**src/rtl/tool_gry_cvt_pipe_pkg.sv**
```systemverilog
// Shared types and helpers for the pipelined binary<->Gray converter.
// Holds the conversion-mode enum and the segment-width helper.
package tool_pkg;

    typedef enum logic {
        CVT_BIN2GRY = 1'b0,
        CVT_GRY2BIN = 1'b1
    } cvt_mode_e;

    function automatic int tool_seg_width(int w, int s);
        return (w + s - 1) / s;
    endfunction

endpackage

```
**src/rtl/tool_gry_cvt_pipe_stage.sv**
```systemverilog
// One register stage of the converter: resolves its slice of the Gray->binary
// prefix-XOR chain (and the whole binary->Gray step when FIRST); optional
// original-data register under TOOL_GRY_CVT_CHK_EN.
module tool_gry_cvt_stage
    import tool_pkg::*;
#(
    parameter int DATA_WIDTH = 32,
    parameter int TAG_WIDTH  = 4,
    parameter int SEG_HI     = 31,
    parameter int SEG_LO     = 16,
    parameter int HAS_SEG    = 1,
    parameter int FIRST      = 1
) (
    input  logic                  clk,
    input  logic                  rst,
    input  logic                  load,
    input  logic                  in_valid,
    input  logic                  in_mode,
    input  logic [DATA_WIDTH-1:0] in_data,
    input  logic [TAG_WIDTH-1:0]  in_tag,
`ifdef TOOL_GRY_CVT_CHK_EN
    input  logic [DATA_WIDTH-1:0] in_orig,
    output logic [DATA_WIDTH-1:0] out_orig,
`endif
    output logic                  out_valid,
    output logic                  out_mode,
    output logic [DATA_WIDTH-1:0] out_data,
    output logic [TAG_WIDTH-1:0]  out_tag
);

    logic                  valid_d, valid_q;
    logic                  mode_d, mode_q;
    logic [DATA_WIDTH-1:0] data_d, data_q;
    logic [TAG_WIDTH-1:0]  tag_d, tag_q;
    logic [DATA_WIDTH-1:0] conv_s;
`ifdef TOOL_GRY_CVT_CHK_EN
    logic [DATA_WIDTH-1:0] orig_d, orig_q;
`endif

    // Bits above SEG_HI arrive already resolved, so the chain starts from in_data[SEG_HI+1].
    always_comb begin
        conv_s = in_data;
        if ((FIRST != 0) && (in_mode == CVT_BIN2GRY)) begin
            conv_s = in_data ^ (in_data >> 1);
        end else if ((HAS_SEG != 0) && (in_mode == CVT_GRY2BIN)) begin
            for (int i = DATA_WIDTH - 2; i >= 0; i--) begin
                if ((i <= SEG_HI) && (i >= SEG_LO)) begin
                    conv_s[i] = conv_s[i+1] ^ in_data[i];
                end else begin
                    conv_s[i] = conv_s[i];
                end
            end
        end else begin
            conv_s = in_data;
        end
    end

    // Next-state: capture the upstream beat (or a bubble) whenever this stage may advance.
    always_comb begin
        valid_d = valid_q;
        mode_d  = mode_q;
        data_d  = data_q;
        tag_d   = tag_q;
`ifdef TOOL_GRY_CVT_CHK_EN
        orig_d  = orig_q;
`endif
        if (load) begin
            valid_d = in_valid;
            mode_d  = in_mode;
            data_d  = conv_s;
            tag_d   = in_tag;
`ifdef TOOL_GRY_CVT_CHK_EN
            orig_d  = in_orig;
`endif
        end else begin
            valid_d = valid_q;
        end
    end

    // Stage registers with synchronous clear.
    always_ff @(posedge clk) begin
        if (rst) begin
            valid_q <= 1'b0;
            mode_q  <= 1'b0;
            data_q  <= {DATA_WIDTH{1'b0}};
            tag_q   <= {TAG_WIDTH{1'b0}};
`ifdef TOOL_GRY_CVT_CHK_EN
            orig_q  <= {DATA_WIDTH{1'b0}};
`endif
        end else begin
            valid_q <= valid_d;
            mode_q  <= mode_d;
            data_q  <= data_d;
            tag_q   <= tag_d;
`ifdef TOOL_GRY_CVT_CHK_EN
            orig_q  <= orig_d;
`endif
        end
    end

    assign out_valid = valid_q;
    assign out_mode  = mode_q;
    assign out_data  = data_q;
    assign out_tag   = tag_q;
`ifdef TOOL_GRY_CVT_CHK_EN
    assign out_orig  = orig_q;
`endif

endmodule

```
**src/rtl/tool_gry_cvt_pipe.sv**
```systemverilog
// Pipelined bidirectional binary<->Gray converter with valid/ready and a per-beat tag.
// Optional round-trip self-check enabled by macro TOOL_GRY_CVT_CHK_EN.
module tool_gry_cvt_pipe
    import tool_pkg::*;
#(
    parameter int DATA_WIDTH  = 32,
    parameter int PIPE_STAGES = 2,
    parameter int TAG_WIDTH   = 4
) (
    input  logic                  i_clk,
    input  logic                  i_rst,
    input  logic                  i_valid,
    output logic                  o_ready,
    input  logic                  i_mode,
    input  logic [DATA_WIDTH-1:0] i_data,
    input  logic [TAG_WIDTH-1:0]  i_tag,
    output logic                  o_valid,
    input  logic                  i_ready,
    output logic [DATA_WIDTH-1:0] o_data,
    output logic [TAG_WIDTH-1:0]  o_tag,
    output logic                  o_chk_err
);

    localparam int SEG = tool_seg_width(DATA_WIDTH, PIPE_STAGES);

    // Index 0 is the input port; index s+1 is the register output of stage s.
    logic [PIPE_STAGES:0]  vld_s;
    logic [PIPE_STAGES:0]  mode_s;
    logic [PIPE_STAGES:0]  rdy_s;
    logic [DATA_WIDTH-1:0] data_s [PIPE_STAGES+1];
    logic [TAG_WIDTH-1:0]  tag_s  [PIPE_STAGES+1];
`ifdef TOOL_GRY_CVT_CHK_EN
    logic [DATA_WIDTH-1:0] orig_s [PIPE_STAGES+1];
    assign orig_s[0] = i_data;
`endif

    assign vld_s[0]  = i_valid;
    assign mode_s[0] = i_mode;
    assign data_s[0] = i_data;
    assign tag_s[0]  = i_tag;

    // Ready chain: a stage may advance when it is empty or its successor advances.
    always_comb begin
        rdy_s              = {(PIPE_STAGES+1){1'b0}};
        rdy_s[PIPE_STAGES] = i_ready;
        for (int s = PIPE_STAGES - 1; s >= 0; s--) begin
            rdy_s[s] = !vld_s[s+1] || rdy_s[s+1];
        end
    end

    for (genvar s = 0; s < PIPE_STAGES; s++) begin : g_stage
        localparam int HI_RAW = DATA_WIDTH - 1 - s * SEG;
        localparam int HAS    = (HI_RAW >= 0) ? 1 : 0;
        localparam int HI     = (HI_RAW >= 0) ? HI_RAW : 0;
        localparam int LO     = (HI_RAW - SEG + 1 > 0) ? (HI_RAW - SEG + 1) : 0;

        tool_gry_cvt_stage #(
            .DATA_WIDTH (DATA_WIDTH),
            .TAG_WIDTH  (TAG_WIDTH),
            .SEG_HI     (HI),
            .SEG_LO     (LO),
            .HAS_SEG    (HAS),
            .FIRST      ((s == 0) ? 1 : 0)
        ) u_stage (
            .clk       (i_clk),
            .rst       (i_rst),
            .load      (rdy_s[s]),
            .in_valid  (vld_s[s]),
            .in_mode   (mode_s[s]),
            .in_data   (data_s[s]),
            .in_tag    (tag_s[s]),
`ifdef TOOL_GRY_CVT_CHK_EN
            .in_orig   (orig_s[s]),
            .out_orig  (orig_s[s+1]),
`endif
            .out_valid (vld_s[s+1]),
            .out_mode  (mode_s[s+1]),
            .out_data  (data_s[s+1]),
            .out_tag   (tag_s[s+1])
        );
    end

    assign o_ready = rdy_s[0];
    assign o_valid = vld_s[PIPE_STAGES];
    assign o_data  = data_s[PIPE_STAGES];
    assign o_tag   = tag_s[PIPE_STAGES];

`ifdef TOOL_GRY_CVT_CHK_EN
    function automatic logic [DATA_WIDTH-1:0] f_bin2gry(input logic [DATA_WIDTH-1:0] b);
        return b ^ (b >> 1);
    endfunction

    function automatic logic [DATA_WIDTH-1:0] f_gry2bin(input logic [DATA_WIDTH-1:0] g);
        logic [DATA_WIDTH-1:0] b;
        b = g;
        for (int i = DATA_WIDTH - 2; i >= 0; i--) begin
            b[i] = b[i+1] ^ g[i];
        end
        return b;
    endfunction

    logic [DATA_WIDTH-1:0] recon_s;

    // Re-convert the output the opposite way and flag a mismatch on the transfer cycle.
    always_comb begin
        if (mode_s[PIPE_STAGES] == CVT_GRY2BIN) begin
            recon_s = f_bin2gry(o_data);
        end else begin
            recon_s = f_gry2bin(o_data);
        end
        o_chk_err = o_valid && i_ready && (recon_s != orig_s[PIPE_STAGES]);
    end
`else
    assign o_chk_err = 1'b0;
`endif

endmodule

```
**config.mk**
```make
export PLATFORM = sky130hd
export DESIGN_NAME = tool_gry_cvt_pipe
export DESIGN_NICKNAME = d
export VERILOG_FILES = /design/src/rtl/tool_gry_cvt_pipe_pkg.sv /design/src/rtl/tool_gry_cvt_pipe_stage.sv /design/src/rtl/tool_gry_cvt_pipe.sv
export SDC_FILE = /design/constraint.sdc
export NUM_CORES = 1
export LEC_CHECK = 0
export ABC_AREA = 1
export CORE_UTILIZATION = 35
export CTS_BUF_LIST = sky130_fd_sc_hd__clkbuf_4 sky130_fd_sc_hd__clkbuf_8 sky130_fd_sc_hd__clkbuf_16
export DETAILED_ROUTE_END_ITERATION = 16
export SLEW_MARGIN = 25
export SYNTH_ARGS = -nofsm -noshare
export SYNTH_HDL_FRONTEND = slang
export SYNTH_SLANG_ARGS = --single-unit
export TNS_END_PERCENT = 20
```
**constraint.sdc**
```tcl
create_clock -name i_clk -period 2.5 [get_ports i_clk]
set_input_delay 0.625 -clock i_clk [delete_from_list [all_inputs] [get_ports i_clk]]
set_output_delay 0.625 -clock i_clk [all_outputs]
set_load 0.005 [all_outputs]
```
Word level (Yosys, flattened, before mapping)
Cells that the tools add are included.
{"block": "op_classes", "bitwise_logic": 32, "reduce_logical": 4, "muxes": 32}
{"operator": "$mux W32", "count": 1}
{"operator": "$xor A32 B31 Y32", "count": 1}
{"operator": "$xor A1 B1 Y1", "count": 31}
{"operator": "$mux W1", "count": 30}
{"operator": "$mux W17", "count": 1}
{"operator": "$logic_not A1 Y1", "count": 2}
{"operator": "$logic_or A1 B1 Y1", "count": 2}
{"block": "totals", "in_bits": 41, "wordCells": 75, "regBits": 75}

Depth between registers and ports, before layout
{"block": "depth", "ltp_word": 33, "mapped_depth": 21, "depth_no_buf": 21}

Modules after synthesis
A second synthesis with hierarchy kept.
{"block": "unflattened", "cells_unflattened": 534, "area_unflattened_um2": 3947.5}
{"module": "tool_gry_cvt_stage at g_stage[0].u_stage", "seq_area_each_um2": 760.7, "n_inst": 1, "area_per_inst_um2": 1985.7, "cells_each": 261}
{"module": "tool_gry_cvt_stage at g_stage[1].u_stage", "seq_area_each_um2": 760.7, "n_inst": 1, "area_per_inst_um2": 1933.1, "cells_each": 268}
{"module": "tool_gry_cvt_pipe", "seq_area_each_um2": 0.0, "n_inst": 1, "area_per_inst_um2": 28.8, "cells_each": 5}

Least setup slack after synthesis
OpenSTA, ideal clock, no wires.
{"block": "synth_path", "path_type": "input -> output", "start": "in i_ready", "end": "out o_ready", "n_path_buf": 2, "stages": 6, "arrival_time_ns": 1.483, "setup_slack_ns": 0.392, "cell_sequence": "nor2_2 inv_1 nor2_1 inv_1 clkbuf_1 buf_1"}
{"block": "synth_between", "elab_chain_len": 2}
{"item": "from (decl)", "line_no": "tool_gry_cvt_pipe.sv:18", "text": "input logic i_ready,"}
{"item": "$logic_or A1 B1 Y1 (2 in series)", "line_no": "tool_gry_cvt_pipe.sv:47", "text": "rdy_s[s] = !vld_s[s+1] || rdy_s[s+1];"}
{"item": "to (decl)", "line_no": "tool_gry_cvt_pipe.sv:13", "text": "output logic o_ready,"}
Every way passes these cells.

Final worst setup path
Same ends and word-level chain as after synthesis.

==> results summary <==
The run finished with clean final reports. The number of distinct library cell variants in the gate-level netlist after synthesis came out at 28. In this run the vertical extent of the chip is approximately 110 µm.

The via count of the first global-routing pass came out at between 3,000 and 4,000. The final routed wirelength across all metal layers is a little under 9 mm. In the layout the commonest cells are 76 x clkdlybuf4s50_1, 75 x dfxtp_1, 72 x o21ai_0, 71 x nand2_1, 44 x a21oi_1.

Grouping stages by cell kind, the critical path spends the most delay in buffers and inverters. The static leakage power is between 2 and 2.5 nW. The number of max-capacitance violations reported came out at 0.

The number of standard cells after synthesis is 524. The worst slew margin relative to its limit is between 60% and 70%. In this run the core area contains 38 standard-cell rows. After detailed routing, the number of remaining DRC violations is 0. The estimated wirelength of the detail-placed design is between 6 and 7 mm. The final hold violation count came to 0.

The endpoint required time on the critical path is 1880 ps. The global-route usage over all layers is roughly 17%. The number of clock sinks seen by CTS is 75. Counting stages on the worst path, the most repeated cell is inv_2. Clock-pin slew was measured on the worst setup and hold paths at 90 ps. The final antenna-violating net count came out at 0.

The number of buffers created by CTS is 9. Leaving out fill and tap cells, the most frequent cell in the layout is clkdlybuf4s50_1. The remaining global-route overflow is 0. The number of nets in the finished design came out at 610. Traced cell by cell, the critical path runs through clkdlybuf4s50_1, nor2_2, inv_2, nor2_4, inv_2, dlygate4sd2_1. In this run, the number of DRC markers left after iteration 0 of detailed routing was 120.

The iteration count of the initial detailed-routing pass came out at 5. The number of port buffers is a little under 80. Along the worst path, the maximum fanout reaches 2. The core outline area is approximately 11,000 µm². Entering global routing, the biggest net connects between 50 and 60 pins. The mean post-synth cell area is approximately 7.4 µm². The number of levels the H-tree was split into is 3. On the critical path, the stage with the largest delay is an instance of clkdlybuf4s50_1. IR analysis of the VDD net gives a maximum drop of between 0.0002 and 0.0003 V.

The layout overhead on the synthesized area is 25.2%. The Yosys step of the flow raised 0 warnings. STA classifies the critical path endpoint as an output port.

The post-route clock skew is just over 6 ps. The worst-case register-to-register setup slack came out at between 500 and 600 ps. The final cell count without fillers is about 700. The total power divided by cell area came out at 672 nW/µm². The count of buffer and inverter cells on the critical path came out at 4. The number of failing setup endpoints in the final timing report came out at 0. The first global-routing pass estimated 14.9 mm of wire. The largest single stage delay on the critical path is about 420 ps. The CTS tree is yes.

The worst-case hold slack came out at between 400 and 500 ps. The number of fillers in the final layout came out at around 1,100. The data arrival at the endpoint of the critical path came out at ~1700 ps. The die is 107 µm wide. The mean number of vias per cell came out at approximately 4.6.

The number of hold buffers added after CTS came out at 0. The register area share after synthesis is ~39%. For the final routed database, the setup TNS stands at 0 ps.

The initial cell density of the core came out at ~36%. The average wire per cell in the routed design is about 12 µm. The post-synthesis register bit count came out at 75. The weighted congestion reported at the end of routability-driven placement came out at approximately 0.79. Cells with a size suffix above 1 make up between 10% and 20% of the layout.

The fraction of the cycle the final worst path needs is a little over nine tenths. The via count of the routed design came out at ~3,300. The worst setup path category is in -> out. The cell total after placement is between 600 and 700. The measured slew at the worst slew-check pin is 540 ps.

The number of nets handed over by synthesis was between 500 and 600. The initial antenna violation count was 1. The clock latency of the later-clocked register in the worst-skew pair came out at about 360 ps. Setup repair after global routing left no endpoint under its margin. The max-slew violation count came to 0.

The floorplan step defined a die boundary enclosing approximately 12,000 µm². The number of buffers on the longest clock path came out at 2. Yosys mapped a number of flops with a built-in enable equal to 0. For this run, the top clock speed supported by timing is approximately 430 MHz. The nature of the critical path startpoint is a primary input.

The cell area after technology mapping is between 3000 and 4000 µm². Among all flip-flop cells after synthesis, the most frequent one is dfxtp_1. Clock tree synthesis selected as its root buffer the cell clkbuf_8. The path type of the worst min-delay path is reg -> reg. The minimum clock period after layout is 2350 ps. After synthesis, the share of flip-flops with an asynchronous set or reset is 0%. In this run the count of I/O pins placed on the die edge is 80. Buffers added to address setup during post-CTS repair amount to 0.
metal layers:
| metal | up-vias | routed length, µm | share of wire, % | track usage [%] |
|---|---|---|---|---|
| li1 | 1760 | - | - | - |
| met1 | 1445 | 4240 | 49 | 20.3 |
| met2 | 68 | 3870 | 45 | 27.0 |
| met3 | 9 | 430 | 5.0 | 4.30 |
| met4 | 0 | 108 | 1.2 | 7.53 |
| met5 | - | 0 | 0 | 0 |
timing repair:
item	in CTS	in global routing
resized for setup	5	1
pin swaps	2	0
setup endpoints to repair	1	1
cell families after synthesis:
group                     share of synthesized area [%]
AOI/OAI and AO/OA                                  17.8
and+or+nand+nor                                    20.7
other                                            0.0963
DFF                                                38.6
xor gates and xnor gates                           8.97
buffers and inverters                              13.8
report_power, final:
part / total, W / internal (W) / switching (W)
sequential: 0.00137 / 0.00131 / 0.0000644
clock: 0.00117 / 0.000672 / 0.000497
combinational: 0.000735 / 0.000352 / 0.000384
worst reg2reg max path, cell delays in order, from the launching register on:
cell,delay (ps)
dfxtp_1,370
inv_1,90
nand2_1,90
nand2_2,60
nand2_2,70
nand2_2,70
nand2_2,70
nand3_2,130
nand2_4,130
nand2_4,60
nand3_1,130
nand3_1,130
nand3_1,150
nand3_2,90
nand2_1,70
nand3_1,60
nand2_1,80
inv_1,30
registers in the layout, summed over array words and instances (netlist names):
signal	flops
g_stage.u_stage.out_data	64
g_stage.u_stage.out_valid	2
g_stage.u_stage.out_tag	8
g_stage.u_stage.out_mode	1
final timing paths:
kind | endpoint | startpoint | depth (start not counted)
worst max-delay path | o_ready | i_ready | 6
worst min-delay path | g_stage[1].u_stage.out_data[26]$_SDFFE_PP0P_ | g_stage[0].u_stage.out_data[26]$_SDFFE_PP0P_ | 2
worst max register to register | g_stage[1].u_stage.out_data[0]$_SDFFE_PP0P_ | g_stage[0].u_stage.out_data[16]$_SDFFE_PP0P_ | 17
worst min register to register | g_stage[1].u_stage.out_data[26]$_SDFFE_PP0P_ | g_stage[0].u_stage.out_data[26]$_SDFFE_PP0P_ | 2
Yosys cell counts (2+ instances only):
cell | instances | area share [%]
dfxtp_1 | 75 | 39
nor2_1 | 44 | 4.2
nand2_1 | 71 | 6.8
nor2_2 | 2 | 0.32
buf_1 | 2 | 0.19
buf_4 | 34 | 6.6
xor2_1 | 31 | 7.0
inv_1 | 43 | 4.1
o221ai_1 | 3 | 0.68
o21ai_0 | 72 | 9.3
nand2_4 | 4 | 1.2
nor3_1 | 2 | 0.26
a31oi_1 | 9 | 1.4
a21oi_1 | 44 | 5.7
nand3_1 | 18 | 2.3
nand3_2 | 10 | 2.6
o21ai_1 | 3 | 0.39
nand2_2 | 15 | 2.4
clkbuf_1 | 22 | 2.1
inv_2 | 4 | 0.39
buf_2 | 3 | 0.39
xnor2_1 | 7 | 1.6
per-stage QoR:
stage	util [%]	setup WS, ps	instance area (µm²)	power (W)
2_1_floorplan	-	392	3890	0.00190
3_3_place_gp	42.6	-182	4620	0.00212
3_5_place_dp	42.6	-170	4620	0.00214
4_1_cts	44.9	142	4870	0.00331
5_1_grt	44.9	6.29	4870	0.00346
6_report	45.0	150	4870	0.00327
layout make-up:
type	count	area [µm²]	share of cell area, %
multi-input cells	341	1860	38.2
diodes	1	2.50	0.0513
clock inverters	7	124	2.54
flip-flops and latches	75	1500	30.8
clock buffers	9	124	2.54
inverters	47	176	3.62
well taps	140	175	3.59
repair buffers	95	910	18.7
Power figures use the tool's default switching activity.
